--- src/rtl/sequential_left_shifter.sv ---
// Bit-serial left shifter: one position per cycle, with signed arithmetic-left
// overflow detection accumulated from the top two bits as they shift out.
module sequential_left_shifter #(
  parameter int WIDTH   = 32,
  parameter int SHAMT_W = 5
) (
  input  logic               clk,
  input  logic               rst,
  input  logic               start,
  input  logic [WIDTH-1:0]   data,
  input  logic [SHAMT_W-1:0] shift_amount,
  output logic               ready,
  output logic               done,
  output logic [WIDTH-1:0]   output_data,
  output logic               overflow
);

  typedef enum logic [1:0] {
    IDLE  = 2'd0,
    SHIFT = 2'd1,
    DONE  = 2'd2
  } state_t;

  localparam logic [SHAMT_W-1:0] CNT_ZERO = {SHAMT_W{1'b0}};
  localparam logic [SHAMT_W-1:0] CNT_ONE  = {{(SHAMT_W-1){1'b0}}, 1'b1};

  state_t             state_r, state_s;
  logic [WIDTH-1:0]   work_r, work_s;
  logic [WIDTH-1:0]   out_r, out_s;
  logic [SHAMT_W-1:0] count_r, count_s;
  logic               acc_r, acc_s;
  logic               ovf_r, ovf_s;
  logic               done_r, done_s;
  logic               ready_r, ready_s;
  logic [WIDTH-1:0]   work_shl_s;
  logic               step_ovf_s;

  // A left shift by one loses the sign iff the two top bits differ.
  function automatic logic top_pair_differs(input logic [WIDTH-1:0] v);
    return v[WIDTH-1] ^ v[WIDTH-2];
  endfunction

  // Next-state and next-datapath logic; everything holds unless a state acts.
  always_comb begin
    state_s    = state_r;
    work_s     = work_r;
    out_s      = out_r;
    count_s    = count_r;
    acc_s      = acc_r;
    ovf_s      = ovf_r;
    work_shl_s = {work_r[WIDTH-2:0], 1'b0};
    step_ovf_s = top_pair_differs(work_r);
    case (state_r)
      IDLE: begin
        if (start) begin
          work_s  = data;
          count_s = shift_amount;
          acc_s   = 1'b0;
          if (shift_amount == CNT_ZERO) begin
            state_s = DONE;
            out_s   = data;
            ovf_s   = 1'b0;
          end else begin
            state_s = SHIFT;
          end
        end else begin
          state_s = IDLE;
        end
      end
      SHIFT: begin
        work_s  = work_shl_s;
        count_s = count_r - CNT_ONE;
        acc_s   = acc_r | step_ovf_s;
        if (count_r == CNT_ONE) begin
          state_s = DONE;
          out_s   = work_shl_s;
          ovf_s   = acc_r | step_ovf_s;
        end else begin
          state_s = SHIFT;
        end
      end
      DONE: begin
        state_s = IDLE;
      end
      default: begin
        state_s = IDLE;
      end
    endcase
    ready_s = (state_s == IDLE);
    done_s  = (state_s == DONE);
  end

  // State and datapath registers with synchronous reset.
  always_ff @(posedge clk) begin
    if (rst) begin
      state_r <= IDLE;
      work_r  <= {WIDTH{1'b0}};
      out_r   <= {WIDTH{1'b0}};
      count_r <= CNT_ZERO;
      acc_r   <= 1'b0;
      ovf_r   <= 1'b0;
      done_r  <= 1'b0;
      ready_r <= 1'b1;
    end else begin
      state_r <= state_s;
      work_r  <= work_s;
      out_r   <= out_s;
      count_r <= count_s;
      acc_r   <= acc_s;
      ovf_r   <= ovf_s;
      done_r  <= done_s;
      ready_r <= ready_s;
    end
  end

  assign ready       = ready_r;
  assign done        = done_r;
  assign output_data = out_r;
  assign overflow    = ovf_r;

endmodule

--- config.mk ---
export PLATFORM = sky130hd
export DESIGN_NAME = sequential_left_shifter
export DESIGN_NICKNAME = d
export VERILOG_FILES = /design/src/rtl/sequential_left_shifter.sv
export SDC_FILE = /design/constraint.sdc
export NUM_CORES = 1
export LEC_CHECK = 0
export BUFFER_PORTS_ARGS = -buffer_cell sky130_fd_sc_hd__buf_4
export CAP_MARGIN = 20
export CORE_MARGIN = 3
export CORE_UTILIZATION = 35
export CTS_CLUSTER_DIAMETER = 30
export DETAILED_ROUTE_END_ITERATION = 6
export PLACE_DENSITY_LB_ADDON = 0.08
export SYNTH_ARGS = -nofsm -noshare
export SYNTH_HDL_FRONTEND = slang
export SYNTH_SLANG_ARGS = --single-unit
--- constraint.sdc ---
create_clock -name clk -period 5.25 [get_ports clk]
set_input_delay 0.2625 -clock clk [delete_from_list [all_inputs] [get_ports clk]]
set_output_delay 0.2625 -clock clk [all_outputs]
set_load 0.02 [all_outputs]
# [Word level (Yosys, flattened, before mapping)]
# Cells that the tools add are included.
[totals] elab_cells=41 in_bits=40 output_inout_bits=35 regBits=75
[classes] reduce_logical=6 eq_ne=6 bitwise_logic=2 n_addsub=1 muxes=18
[op_table] cell="32-bit two-way mux" n=4
[op_table] cell="32-bit one-hot mux with 2 select lines" n=2
[op_table] cell="5-bit one-hot mux with 2 select lines" n=1
[op_table] cell="2-bit two-way mux" n=3
[op_table] cell="2-bit inequality test, second input constant" n=3
[op_table] cell="5-bit by 1-bit == test with 1-bit output, second input constant" n=1
[op_table] cell="5-bit logical NOT" n=1
[op_table] cell="5-bit two-way mux" n=1
[op_table] cell="5-bit by 1-bit subtractor with 5-bit output, second input constant" n=1
[op_table] cell="2-bit logical NOT" n=2
[op_table] cell="1-bit two-way mux" n=4
[op_table] cell="1-bit one-hot mux with 2 select lines" n=2
[op_table] cell="2-bit one-hot mux with 2 select lines" n=1
[op_table] cell="4-bit AND reduction" n=1
[op_table] cell="2-bit by 1-bit == test with 1-bit output, second input constant" n=1
[op_table] cell="2-bit == test, second input constant" n=1
[op_table] cell="2-bit AND reduction" n=1
[op_table] cell="2-bit nonzero test" n=1
[op_table] cell="1-bit bitwise OR" n=1
[op_table] cell="1-bit bitwise XOR" n=1

# [Logic depth before layout (Yosys ltp)]
# Gate-level depths: netlist of the first run.
[depth] depth_word=5 depth_mapped=7 mapped_depth_nobuf=6

# [Worst setup path before layout of the first run]
# Ideal clock, no wire load.
[synth_path] path_type="register to register" startpoint="register count_r[0]" endpoint="register out_r[7] (netlist: output_data[7])" t_arrival_ps=1561 period_less_slack_ps=1697 setup_ps=136 n_path_buf=1 stages_incl_launch_ff=7 setup_slack_ps=3553 required_time_ps=5114 path_cell_list="dfxtp_1 -> ha_1 -> or4b_4 -> or2_4 -> o21ai_4 -> buf_6 -> a311oi_2"
[synth_via] elab_chain_len=3
[synth_lines] item="start: declaration" line_no="30" source="logic [SHAMT_W-1:0] count_r, count_s;"
[synth_lines] item="start signal: assignment" line_no="108" source="count_r <= count_s;"
[synth_lines] item="5-bit by 1-bit == test with 1-bit output" line_no="74" source="if (count_r == CNT_ONE) begin"
[synth_lines] item="2-bit inequality test (no source line)"
[synth_lines] item="4-bit AND reduction (no source line)"
[synth_lines] item="end signal: assignment" line_no="98" source="out_r <= {WIDTH{1'b0}};"
[synth_lines] item="end signal: assignment" line_no="107" source="out_r <= out_s;"
[synth_lines] item="end: declaration" line_no="29" source="logic [WIDTH-1:0] out_r, out_s;"
# No other way between the ends.
# A chain may end at the register's enable or synchronous reset.

# [Worst setup path after layout of the first run]
[layout_path] startpoint="register state_r[1]" endpoint="register out_r[2] (netlist: output_data[2])"
[layout_via] elab_chain_len=3 elab_cells_between_ends=8 classes_between="4 x eq/ne; 1 x mux; 3 x reduce/logical"
[layout_lines] item="start: declaration" line_no="27" source="state_t state_r, state_s;"
[layout_lines] item="start signal: assignment" line_no="105" source="state_r <= state_s;"
[layout_lines] item="2-bit by 1-bit == test with 1-bit output / 2-bit logical NOT (equally long branches)" line_no="53" source="case (state_r)"
[layout_lines] item="2-bit inequality test (no source line) / 2-bit nonzero test (equally long branches)"
[layout_lines] item="4-bit AND reduction (no source line)"
# Several ways; a longest one is shown, not always the timed one.

==> impl_metrics.ini, run 1 <==
[sta]
setup_viol = 0
maxSlewHeadroom = 0.304
whs_ns = 0.193
final_max_slew_viol_count = 0
min_period_ns = 2.29
fin_setup_tns_ns = 0
hold_viol_final = 0
fmax_mhz = 436
rsz0062_at_grt = false
fin_crit_sh = 0.437
finClkSkew_ns = 0.00826
tightest_slew_ns = 1.04

[clock_tree]
post_cts_resized = 0
post-cts-setup-buffer-count = 0
cts_root_buf = clkbuf_8
clk_path_buf_depth = 2
cts.sinks = 75
cts_buffers = 9
ctsHoldBuffers = 0
cts_tree = yes
h-tree-depth = 3
clkTransAtPathRegs_ns = 0.08
clock_latency_ns = 0.34

[global_route]
antenna_found_initial = 0
grt_usage = 0.161
grt_pass1_wl_mm = 14.6
overflow = 0
grt_max_degree = 76
first_global_vias = 2887

[detailed_routing]
via_per_inst = 5.16
remaining_drc_errors = 0
routed_wl_mm = 8.69
top_layer = met4
firstDrtPassIters = 4
ant_nets = 0
wl_met3_um = 390
met1_length_mm = 4.17
wl_per_cell_um = 15.0
wl_met2_mm = 4.05
drt_iter0_drc = 156
vias = 2996

[placed_design]
io_buffer_count = 74
routabilityCongestion = 0.793
place_inst = 564
dpl_cell_area_um2 = 3980
dp_hpwl_mm = 5.38

[cells_and_area]
layout_common_cells = nand2_1, buf_4, dfxtp_1
fin_cells = 581
fin_nets = 489
antenna_cells = 0
mostFrequentLayoutCell = nand2_1
areaGrowthSynthToFinish_pct = 22.4
finalInstanceArea_um2 = 4220
drive_gt1_frac = 0.308
final_util = 0.448

[power]
powerDensity_nw_per_um2 = 326
p_leak_nw = 1.68
vdd_drop_max_v = 0.000132

[critical_path]
setup.worst_path.start = state_r[1]$_SDFF_PP0_
r2r_end = output_data[2]$_SDFFE_PP0P_
critPathKind = reg2reg
critPathRequiredTime_ns = 5.49
crit_arrival_ns = 2.54
reg2reg_depth = 5
cp-start-kind = flip-flop
path_max_fanout = 70
r2r_setup_slack_ns = 2.96
crit_path_end_kind = flip-flop
r2r_start = state_r[1]$_SDFF_PP0_

[worst_hold_path]
hold_depth = 3
min_to = work_r[0]$_SDFFE_PP0P_
hold_class = in2reg
hold_start = data[0]

[logic_synthesis]
synth_area_um2 = 3440
synth-seq-area-share = 0.436
syn_area_per_cell_um2 = 8.76
synth-seq-cells = 75
synth_nets = 435
syn_inst = 393
yosysWarnings = 0
ys_types = 39

[floorplanning]
coreArea_um2 = 9420
die-area_um2 = 11100
start_util = 0.366
die-width_um = 105
ios = 75
rows = 35
die_height_um = 105

[status]
status = completed

[flow_run]
drv_cap = 0
-- worst max-delay path by stage --
| stage | cells past startpoint | to |
|---|---|---|
| floorplan | 6 | output_data[7]$_SDFFE_PP0P_ |
| global route | 5 | output_data[3]$_SDFFE_PP0P_ |
| CTS | 5 | work_r[8]$_SDFFE_PP0P_ |
| finish | 5 | output_data[2]$_SDFFE_PP0P_ |
| detailed placement | 5 | work_r[16]$_SDFFE_PP0P_ |
| global placement | 5 | work_r[8]$_SDFFE_PP0P_ |
-- flip-flops by register name (all words and copies together), names as in the netlist --
signal       count
acc_r            1
count_r          5
done             1
output_data     32
overflow         1
ready            1
state_r          2
work_r          32
-- cells in the mapped netlist, drive strengths merged --
cell type / number / area share
nand2: 97 / 0.11
dfxtp: 75 / 0.44
a21oi: 37 / 0.054
nor3: 34 / 0.049
a311oi: 31 / 0.088
mux2: 31 / 0.10
buf: 19 / 0.046
clkbuf: 17 / 0.019
nor2: 10 / 0.013
o21ai: 7 / 0.013
inv: 5 / 0.0055
a22oi: 3 / 0.0065
nand2b: 3 / 0.0055
nand3: 3 / 0.0044
and2b: 2 / 0.0044
ha: 2 / 0.0073
or3: 2 / 0.0036
a211oi: 1 / 0.0022
a221oi: 1 / 0.0025
a222oi: 1 / 0.0029
a41oi: 1 / 0.0025
and3: 1 / 0.0018
nand4: 1 / 0.0018
nor2b: 1 / 0.0018
nor3b: 1 / 0.0022
nor4b: 1 / 0.0025
o21ba: 1 / 0.0029
o311ai: 1 / 0.0025
o31a: 1 / 0.0025
or2: 1 / 0.0025
or4b: 1 / 0.0040
xnor2: 1 / 0.0025
-- final cells by class --
cell class	instances	area [um2]
inverters	5	18.8
clock buffers	10	138
fillers	980	5200
multi-input cells	277	1710
repair buffers	79	597
clock inverters	6	88.8
flip-flops and latches	75	1500
well taps	129	161
-- power by group --
| group | total, W | leakage (nW) | switching [W] | internal (W) |
|---|---|---|---|---|
| Clock | 0.000502 | 0.108 | 0.000222 | 0.000281 |
| Sequential | 0.000629 | 0.612 | 0.0000229 | 0.000606 |
| Combinational | 0.000243 | 0.959 | 0.000131 | 0.000112 |
-- cell families after synthesis --
kind of cell / synth area share
AO/OA/AOI/OAI: 0.180
XOR/XNOR: 0.00254
adder cells (fa/ha/maj): 0.00727
buffers and inverters: 0.0701
flip-flops: 0.436
multiplexers: 0.101
AND/OR/NAND/NOR: 0.203
-- critical path: stages (launching register included) --
cell and delay (ns):
dfxtp_1 0.52, nand2b_2 0.22, buf_4 0.57, or2_4 0.27
o21ai_4 0.26, a311oi_1 0.33
-- stage by stage --
| step | worst slack [ns] | total power, W |
|---|---|---|
| 3_3_place_gp | 2.81 | 0.000884 |
| 5_1_grt | 2.70 | 0.00145 |
| 3_5_place_dp | 2.78 | 0.000888 |
| 4_1_cts | 2.76 | 0.00139 |
| 6_report | 2.96 | 0.00137 |
| 2_1_floorplan | 3.55 | 0.000813 |
-- metal layers --
metal	GRT usage	up-vias
met5	0	-
met4	0.0534	0
met3	0.0334	8
met2	0.246	73
met1	0.226	1409
li1	-	1506
Note: power is estimated with default switching activity, not from simulation.
==> inputs of run 2 (changes only) <==
==> constraint.sdc (replaced) <==
create_clock -name clk -period 1.9 [get_ports clk]
set_input_delay 0.095 -clock clk [delete_from_list [all_inputs] [get_ports clk]]
set_output_delay 0.095 -clock clk [all_outputs]
set_load 0.02 [all_outputs]
==> run 2 against run 1 <==
Critical path depth up 2. Sequential share of layout area down 1.1 points. Global-route usage down 0.067 points. Via count up 0.10%. First-iteration DRC count down 37%. Critical path type unchanged. Largest power group unchanged.
==> impl_metrics.ini, run 2 (synthesis results as in run 1) <==
[sta]
tightest_slew_ns = 0.641
fin_setup_tns_ns = 0
setup_viol = 0
maxSlewHeadroom = 0.572
fmax_mhz = 545
hold_viol_final = 0
rsz0062_at_grt = false
min_period_ns = 1.83
final_max_slew_viol_count = 0
worst_slack_ns = 0.0658
finClkSkew_ns = 0.0111
fin_crit_sh = 0.965

[clock_tree]
h-tree-depth = 3
post_cts_resized = 0
clock_latency_ns = 0.34
cts.sinks = 75
cts_tree = yes
cts_buffers = 9
cts_root_buf = clkbuf_8
clkTransAtPathRegs_ns = 0.08
clk_path_buf_depth = 2

[floorplanning]
die-width_um = 105
die-area_um2 = 11100
die_height_um = 105
start_util = 0.366
coreArea_um2 = 9420
ios = 75
rows = 35

[cells_and_area]
areaGrowthSynthToFinish_pct = 26.5
fin_nets = 504
mostFrequentLayoutCell = nand2_1
drive_gt1_frac = 0.328
finalInstanceArea_um2 = 4360
layout_common_cells = nand2_1, buf_4, dfxtp_1
antenna_cells = 0
fillCellCount = 966

[placed_design]
dp_hpwl_mm = 6.03
dpl_cell_area_um2 = 4130
routabilityCongestion = 0.739
io_buffer_count = 74
pre_cts_slack_ns = 0.0633

[global_route]
grt_pass1_wl_mm = 14.5
antenna_found_initial = 0
grt_usage = 0.161
grt_max_degree = 55
first_global_vias = 2806
overflow = 0

[power]
powerDensity_nw_per_um2 = 854
p_leak_nw = 1.75
vdd_drop_max_v = 0.000391

[critical_path]
reg2reg_depth = 7
critPathRequiredTime_ns = 2.10
crit_path_end_kind = flip-flop
slowest_stage = or4b_4
crit_buf_inv = 2
cp-start-kind = flip-flop
critPathMaxStageDelay_ns = 0.49
path_delay_family = simple AND/OR/NAND/NOR gates
path_depth = 7
crit_arrival_ns = 2.04
critPathKind = reg2reg
crit_chain = inv_1 > ha_1 > or4b_4 > or2_4 > o21ai_4 > clkbuf_16 > a311oi_1
path_max_fanout = 16

[worst_hold_path]
hold_class = in2reg
hold_depth = 3

[detailed_routing]
remaining_drc_errors = 0
vias = 2999
drt_iter0_drc = 99
via_per_inst = 5.03
routed_wl_mm = 9.08
ant_nets = 0
wl_per_cell_um = 15.2
firstDrtPassIters = 4

[status]
status = completed

[flow_run]
drv_cap = 0
==> run 2: changes by cell type in the layout (fill, tap and decap cells not counted) <==
cell,before,now
buf_4,78,90
clkinvlp_4,2,3
buf_12,0,3
clkinv_2,1,0
inv_6,0,1
bufinv_16,2,1
clkinv_4,1,0
buf_6,1,0
clkbuf_1,0,1
clkbuf_16,0,1
==> run 2: tightest hold or removal path, stage by stage <==
cell and delay [ns]:
buf_4 0.12, nand2_1 0.05, a21oi_1 0.05
==> run 2: path summary, 6_finish.rpt <==
path / slack (ns) / start / to
setup / recovery: 0.07 / count_r[1]$_SDFFE_PP0P_ / output_data[13]$_SDFFE_PP0P_
hold / removal: 0.02 / data[0] / work_r[0]$_SDFFE_PP0P_
setup reg to reg: 0.07 / count_r[1]$_SDFFE_PP0P_ / output_data[13]$_SDFFE_PP0P_
hold reg to reg: 0.48 / work_r[0]$_SDFFE_PP0P_ / work_r[0]$_SDFFE_PP0P_
==> run 2: area by class of cell <==
| class | instances | area [um2] | share of cell area |
|---|---|---|---|
| clock buffer | 11 | 141 | 0.0325 |
| sequential | 75 | 1500 | 0.345 |
| multi-input combinational | 277 | 1710 | 0.393 |
| inverter | 5 | 18.8 | 0.00431 |
| timing repair buffer | 94 | 761 | 0.175 |
| tap | 129 | 161 | 0.0371 |
| clock inverter | 5 | 61.3 | 0.0141 |
==> run 2: repair_timing <==
action                                 4_1_cts  5_1_grt
setup endpoints to repair                    0        7
endpoints found under the hold margin        0        0
buffers inserted                             0        0
hold buffers                                 0        0
==> run 2: layer usage <==
metal | GRT usage | vias up | wire (um)
met5 | 0 | - | 0
met4 | 0.0337 | 0 | 65
met3 | 0.0420 | 6 | 432
met2 | 0.256 | 63 | 4300
met1 | 0.219 | 1397 | 4280
li1 | - | 1533 | -
==> run 2: metrics by stage <==
step                      hold WS (ns)  std cells  utilization  power, W
after global placement           0.373        579        0.438   0.00249
final                           0.0199        596        0.463   0.00372
after detailed placement         0.377        579        0.438   0.00250
after global routing            0.0111        596        0.463   0.00392
after CTS                      0.00263        595        0.460   0.00377
after floorplan                  0.231        393            -   0.00225
==> run 2: where the power goes <==
| part | total [W] | switching [W] | leakage, nW | internal [W] |
|---|---|---|---|---|
| combinational | 0.000728 | 0.000381 | 1.05 | 0.000347 |
| clock | 0.00125 | 0.000607 | 0.0922 | 0.000648 |
| sequential | 0.00174 | 0.0000610 | 0.612 | 0.00168 |
| total | 0.00372 | 0.00105 | 1.75 | 0.00267 |
==> inputs of run 3 (changes only) <==
==> constraint.sdc (replaced) <==
create_clock -name clk -period 1.75 [get_ports clk]
set_input_delay 0.0875 -clock clk [delete_from_list [all_inputs] [get_ports clk]]
set_output_delay 0.0875 -clock clk [all_outputs]
set_load 0.02 [all_outputs]
==> run 3 against run 2 <==
The flow now finishes with violations (negative setup slack). Combinational power grew 17%. Final area grew 5.4%. Non-clock buffer count grew 15. Critical endpoint is now output_data[22]$_SDFFE_PP0P_.
==> impl_metrics.ini, run 3 (synthesis results as in run 1) <==
[status]
violations = negative setup slack
status = finished with violations

[cells_and_area]
fin_nets = 519
drive_gt1_frac = 0.360
finalInstanceArea_um2 = 4590
layout_common_cells = nand2_1, buf_4, dfxtp_1
antenna_cells = 0
areaGrowthSynthToFinish_pct = 33.3
mostFrequentLayoutCell = nand2_1
fin_cells = 610

[detailed_routing]
via_per_inst = 5.06
vias = 3088
drt_iter0_drc = 123
ant_nets = 0
wl_per_cell_um = 15.4
routed_wl_mm = 9.36
firstDrtPassIters = 4
remaining_drc_errors = 0

[clock_tree]
clkTransAtPathRegs_ns = 0.08
h-tree-depth = 3
cts_root_buf = clkbuf_8
clk_path_buf_depth = 2
cts.sinks = 75
clock_latency_ns = 0.35
cts_tree = yes
cts_buffers = 9

[sta]
maxSlewHeadroom = 0.618
fmax_mhz = 552
tightest_slew_ns = 0.573
final_max_slew_viol_count = 0
setup_viol = 32
fin_crit_sh = 1.03
rsz0062_at_grt = true
worst_slack_ns = -0.0612
min_period_ns = 1.81
finClkSkew_ns = 0.00774
hold_viol_final = 0
whs_ns = 0.0148

[critical_path]
crit_arrival_ns = 2.03
reg2reg_depth = 7
path_delay_family = simple AND/OR/NAND/NOR gates
critPathMaxStageDelay_ns = 0.48
r2r_start = count_r[1]$_SDFFE_PP0P_
path_max_fanout = 10
critPathRequiredTime_ns = 1.96
slowest_stage = or4b_4
crit_buf_inv = 2
cp-start-kind = flip-flop
r2r_setup_slack_ns = -0.06
critPathKind = reg2reg
crit_chain = inv_2 > ha_4 > or4b_4 > or2_4 > o21ai_4 > buf_12 > a311oi_2
r2r_end = output_data[22]$_SDFFE_PP0P_
crit_path_end_kind = flip-flop

[global_route]
grt_max_degree = 49
grt_usage = 0.165
antenna_found_initial = 0
overflow = 0
grt_pass1_wl_mm = 14.8
first_global_vias = 2997

[floorplanning]
die-area_um2 = 11100
rows = 35
coreArea_um2 = 9420
die-width_um = 105
die_height_um = 105
start_util = 0.366
ios = 75

[power]
vdd_drop_max_v = 0.000489
p_leak_nw = 1.86
powerDensity_nw_per_um2 = 854

[placed_design]
pre_cts_slack_ns = -0.0532
dp_hpwl_mm = 6.00
routabilityCongestion = 0.762
place_inst = 584
io_buffer_count = 74
dpl_cell_area_um2 = 4230

[flow_run]
drv_cap = 0

[worst_hold_path]
hold_class = in2reg
hold_start = data[4]
hold_depth = 3
min_to = output_data[4]$_SDFFE_PP0P_
[run 3: changes by cell type in the layout (fill, tap and decap cells not counted), sizes merged]
cell,change
buf,+9
clkinvlp,-1
bufinv,-1
inv,-1
dlygate4sd3,+4
clkbuf,+1
clkinv,+3
[run 3: report_power, final]
group          internal (W)  switching [W]
sequential          0.00182      0.0000655
clock              0.000537       0.000642
combinational      0.000422       0.000431
[run 3: final cells by class]
| cell class | count | area (um2) |
|---|---|---|
| Fill cell | 929 | 4820 |
| Multi-Input combinational cell | 277 | 1750 |
| Sequential cell | 75 | 1510 |
| Timing Repair Buffer | 109 | 992 |
| Tap cell | 129 | 161 |
| Clock buffer | 10 | 138 |
| Clock inverter | 5 | 30.0 |
| Inverter | 5 | 18.8 |
[run 3: timing repair]
item                                   in CTS  in global routing
buffers inserted                            0                  4
hold buffers                                4                  0
gates cloned                                0                  3
gates resized for setup                     4                 10
setup endpoints to repair                  34                 36
endpoints found under the hold margin       4                  0
pin swaps                                   1                 11
[run 3: worst max-delay path by stage]
stage,to,start,cells past startpoint
3_5_place_dp,output_data[22]$_SDFFE_PP0P_,count_r[1]$_SDFFE_PP0P_,7
3_3_place_gp,output_data[13]$_SDFFE_PP0P_,count_r[1]$_SDFFE_PP0P_,7
4_1_cts,output_data[22]$_SDFFE_PP0P_,count_r[1]$_SDFFE_PP0P_,7
6_report,output_data[22]$_SDFFE_PP0P_,count_r[1]$_SDFFE_PP0P_,7
2_1_floorplan,output_data[7]$_SDFFE_PP0P_,count_r[0]$_SDFFE_PP0P_,6
5_1_grt,output_data[2]$_SDFFE_PP0P_,count_r[1]$_SDFFE_PP0P_,8
[run 3: layer usage]
| layer | share of wire | GRT usage | routed length (um) |
|---|---|---|---|
| met5 | 0 | 0 | 0 |
| met4 | 0.0097 | 0.0403 | 91 |
| met3 | 0.056 | 0.0500 | 525 |
| met2 | 0.47 | 0.267 | 4390 |
| met1 | 0.47 | 0.214 | 4360 |
[run 3: tightest hold or removal path, cell delays in order]
cell	delay, ns
buf_4	0.11
nand2_1	0.05
a311oi_1	0.07
[run 3: through the flow]
stage | power [W] | utilization | TNS (ns)
2_1_floorplan | 0.00244 | - | 0
3_3_place_gp | 0.00273 | 0.449 | -0.109
3_5_place_dp | 0.00274 | 0.449 | -0.831
4_1_cts | 0.00394 | 0.472 | -0.919
5_1_grt | 0.00414 | 0.488 | -2.94
6_report | 0.00392 | 0.488 | -1.08
